File: config.mk
export PLATFORM = sky130hd
export DESIGN_NAME = bp_be_dcache_lce_resp_arb
export DESIGN_NICKNAME = d
export VERILOG_FILES = /design/src/rtl/bp_be_dcache_lce_resp_arb.sv
export SDC_FILE = /design/constraint.sdc
export NUM_CORES = 1
export LEC_CHECK = 0
export ABC_AREA = 1
export BUFFER_PORTS_ARGS = -buffer_cell sky130_fd_sc_hd__buf_2
export CAP_MARGIN = 10
export CELL_PAD_IN_SITES_DETAIL_PLACEMENT = 0
export CELL_PAD_IN_SITES_GLOBAL_PLACEMENT = 1
export CORE_MARGIN = 2
export CORE_UTILIZATION = 30
export DETAILED_ROUTE_END_ITERATION = 6
export HOLD_SLACK_MARGIN = 0.12
export PLACE_DENSITY_LB_ADDON = 0.2
export SYNTH_ARGS = -nofsm -noshare
export SYNTH_HDL_FRONTEND = slang
export SYNTH_SLANG_ARGS = --single-unit
File: constraint.sdc
create_clock -name clk_i -period 1.8 [get_ports clk_i]
set_input_delay 0.36 -clock clk_i [delete_from_list [all_inputs] [get_ports clk_i]]
set_output_delay 0.36 -clock clk_i [all_outputs]
set_load 0.05 [all_outputs]
File: src/rtl/bp_be_dcache_lce_resp_arb.sv
// Arbitrates LCE responses from the request and command engines into a single
// registered output buffer. The request engine has priority, with an anti-starvation override for the command engine.
module bp_be_dcache_lce_resp_arb #(
    parameter int resp_width_p   = 64,
    parameter int starve_limit_p = 4
) (
    input  logic                    clk_i,
    input  logic                    reset_n_i,

    input  logic [resp_width_p-1:0] req_resp_i,
    input  logic                    req_resp_v_i,
    output logic                    req_resp_yumi_o,

    input  logic [resp_width_p-1:0] cmd_resp_i,
    input  logic                    cmd_resp_v_i,
    output logic                    cmd_resp_yumi_o,

    output logic [resp_width_p-1:0] lce_resp_o,
    output logic                    lce_resp_v_o,
    input  logic                    lce_resp_ready_i
);

    localparam logic [3:0] starve_limit = 4'(starve_limit_p);

    logic [resp_width_p-1:0] data_reg;
    logic                    valid_reg;
    logic [3:0]              starve_reg;
    logic [3:0]              starve_next;

    logic buf_open;
    logic force_cmd;
    logic cmd_win;
    logic req_grant;
    logic cmd_grant;

    always_comb begin
        buf_open  = !valid_reg || lce_resp_ready_i;
        force_cmd = (starve_reg == starve_limit);
        cmd_win   = cmd_resp_v_i && (force_cmd || !req_resp_v_i);
        // Grants are gated by reset so both yumis drop immediately when reset asserts.
        cmd_grant = reset_n_i && buf_open && cmd_win;
        req_grant = reset_n_i && buf_open && req_resp_v_i && !cmd_win;

        starve_next = starve_reg;
        if (cmd_grant || !cmd_resp_v_i) begin
            starve_next = '0;
        end else if (req_grant && (starve_reg != starve_limit)) begin
            starve_next = starve_reg + 4'd1;
        end
    end

    always_ff @(posedge clk_i or negedge reset_n_i) begin
        if (!reset_n_i) begin
            data_reg   <= '0;
            valid_reg  <= 1'b0;
            starve_reg <= '0;
        end else begin
            starve_reg <= starve_next;
            // An open buffer either refills from the winner or empties.
            if (buf_open) begin
                valid_reg <= req_grant || cmd_grant;
                if (cmd_grant) begin
                    data_reg <= cmd_resp_i;
                end else if (req_grant) begin
                    data_reg <= req_resp_i;
                end
            end
        end
    end

    assign req_resp_yumi_o = req_grant;
    assign cmd_resp_yumi_o = cmd_grant;
    assign lce_resp_o      = data_reg;
    assign lce_resp_v_o    = valid_reg;

endmodule

==> impl_metrics.csv <==
group,metric,value,unit
timing,hold_violations,0,
floorplan,num_rows,42,
detailed_routing,post-route-drc-count,0,
detailed_routing,num_vias,4602,
global_routing,overflow,0,
synthesis,synth_warnings,0,
placed_design,dp.cells,948,
clock_tree,clk_pin_slew,50,ps
pwr,power,6.084,mW
floorplan,die-height,120.9,microns
cells_and_area,nFillCells,1443,
worst_setup_path,critical_path_class,"reg2out",
detailed_routing,avgRoutedWirePerCell,14.25,microns
placed_design,pre_cts_slack,30.15,ps
detailed_routing,postRouteAntennaNets,0,
synthesis,synth_nets,739,
pwr,power.density,1071,nW/um^2
cells_and_area,design_area,5680,sq um
timing,final_max_slew_viol_count,0,
placed_design,dpl_cell_area,5259,sq um
cells_and_area,multi_input_area,1888,sq um
floorplan,fp.dieArea,14620,sq um
global_routing,grt_use_total,0.1898,
timing,skew,5.077,ps
placed_design,dp_hpwl,9403,microns
clock_tree,cts_root_buf,"clkbuf_16",
synthesis,yosysSeqAreaShare,0.4211,
timing,rsz0062_at_grt,"yes",
cells_and_area,layout.nets,928,
global_routing,grt_first_pass_wirelength,22020,microns
clock_tree,clk_path_buf_depth,2,
global_routing,antenna_found_initial,1,
cells_and_area,regArea,1728,sq um
floorplan,core,13300,sq um
clock_tree,htree_levels,3,
cells_and_area,area_delta_synth_final,38.54,%
detailed_routing,wl,13860,microns
status,status,"complete, no violations",
global_routing,grt_max_degree,57,
cells_and_area,largest_reg_flops,64,
synthesis,ys_types,18,
worst_setup_path,end_kind,"output port",
placed_design,place_congestion,0.8371,
cells_and_area,instances_no_fill,973,
placed_design,io_buffers,199,
cells_and_area,n_antenna_cell,0,
floorplan,die_w,120.9,microns
worst_setup_path,crit_arrival,1430,ps
detailed_routing,first_pass_iters,4,
min_path,worstHoldPathType,"in2async",
cells_and_area,drive_gt1_frac,0.3149,
synthesis,syn_area,4100,sq um
timing,setup_ws,6.698,ps
timing,max_freq,557.6,MHz
clock_tree,cts_tree,"yes",
floorplan,initial_core_util,0.3084,
global_routing,grt_pass1_vias,4528,
synthesis,syn_area_per_cell,6.788,sq um
pwr,p_leak,3.429,nW
worst_setup_path,crit_fanout,4,
clock_tree,cts_buffers,9,
clock_tree,clk_latency,330,ps
detailed_routing,vias_per_cell,4.730,
worst_setup_path,required,1440,ps
timing,worstMarginPinSlew,668.9,ps
floorplan,io_pins,200,
synthesis,synth-seq-cells,69,
run,max-cap-violations,0,
timing,setup_viol,0,
timing,maxSlewHeadroom,0.5540,
timing,fin_crit_sh,0.9963,
synthesis,syn_inst,604,
clock_tree,cts_num_sinks,69,
worst_setup_path,worstSetupStartpointType,"flip-flop",
pwr,max-vdd-ir-drop,0.3953,mV
detailed_routing,drt_iter0_markers,268,
timing,min_period,1793,ps
==> stage by stage <==
stage	hold slack, ps	utilization	setup TNS (ps)
floorplan	64.41	-	0
global placement	427.8	0.3955	0
detailed placement	432.8	0.3955	0
CTS	243.3	0.4258	-12.30
global route	287.2	0.4273	-87.83
finish	220.1	0.4273	0
==> path summary, 6_finish.rpt <==
kind                       slack (ps)           start         endpoint  cells after the start
max in group asynchronous         870       reset_n_i     lce_resp_v_o                      3
min in group clk_i                310  req_resp_i[33]   lce_resp_o[33]                      5
setup / recovery                    7   starve_reg[0]  cmd_resp_yumi_o                      7
setup reg to reg                  150   starve_reg[0]   lce_resp_o[15]                     11
hold reg to reg                   500  lce_resp_o[22]   lce_resp_o[22]                      2
hold / removal                    220       reset_n_i   lce_resp_o[23]                      2
==> critical path: stages (launching register included) <==
cell and delay [ps]:
dfrtp_1 390, inv_2 80, ha_4 130, nand3_4 70, nand2_4 100, nand3_4 100, clkinvlp_4 90, buf_8 140
==> placed cells by master, fill, tap and decap left out, types with 4 or more instances in the layout <==
| cell type | netlist | final |
|---|---|---|
| nand3_1 | 68 | 67 |
| inv_2 | 2 | 4 |
| nand4_1 | 64 | 64 |
| buf_2 | 25 | 196 |
| clkbuf_16 | 0 | 9 |
| nand2_1 | 265 | 265 |
| nor2_1 | 4 | 4 |
| dfrtp_1 | 69 | 68 |
| buf_4 | 4 | 25 |
| inv_1 | 70 | 67 |
| a21oi_1 | 5 | 4 |
==> where the power goes <==
part | total [mW] | switching [mW] | internal (mW)
Clock | 1.77 | 0.630 | 1.14
Combinational | 2.30 | 1.72 | 0.580
Sequential | 2.02 | 0.168 | 1.85
==> what timing repair did <==
action / in CTS / in global routing
setup endpoints to repair: 2 / 6
resized for setup: 12 / 1
endpoints found under the hold margin: 20 / 0
pin swaps: 4 / 1
hold buffers: 1 / 0
buffers inserted: 7 / 2
==> cells in the mapped netlist <==
master / count / area share
nand3_2: 2 / 0.0049
dfrtp_1: 69 / 0.42
a21boi_0: 1 / 0.0018
nand3_1: 68 / 0.083
buf_1: 3 / 0.0027
inv_2: 2 / 0.0018
a21oi_1: 5 / 0.0061
clkbuf_1: 14 / 0.013
nor2_1: 4 / 0.0037
nand4_1: 64 / 0.098
nand2_2: 1 / 0.0015
buf_6: 4 / 0.011
buf_2: 25 / 0.031
inv_1: 70 / 0.064
ha_1: 2 / 0.0061
nand2_1: 265 / 0.24
o21ai_0: 1 / 0.0012
buf_4: 4 / 0.0073
==> logic make-up (layout without fill, tap and decap cells) <==
logic type               count (synthesis)  after routing  synth area share
AO/OA/AOI/OAI                            7              7          0.009153
adder cells (fa/ha/maj)                  2              2          0.006102
buffers and inverters                  122            315            0.1303
flip-flops                              69             69            0.4211
AND/OR/NAND/NOR                        404            404            0.4333
==> metal layers <==
| layer | GRT usage | up-vias | wire length [microns] |
|---|---|---|---|
| li1 | - | 2282 | - |
| met3 | 0.03900 | 20 | 919 |
| met1 | 0.2512 | 2151 | 6239 |
| met4 | 0.08430 | 0 | 299 |
| met2 | 0.2988 | 149 | 6406 |
| met5 | 0 | - | 0 |
==> final cells by class <==
class,count,area share
Multi-Input combinational cell,413,0.3324
Sequential cell,69,0.3042
Timing Repair Buffer,228,0.2247
Inverter,72,0.04824
Clock buffer,14,0.04648
Tap cell,176,0.03877
Clock inverter,1,0.005286
No activity file was read; power rests on OpenSTA's default activity.
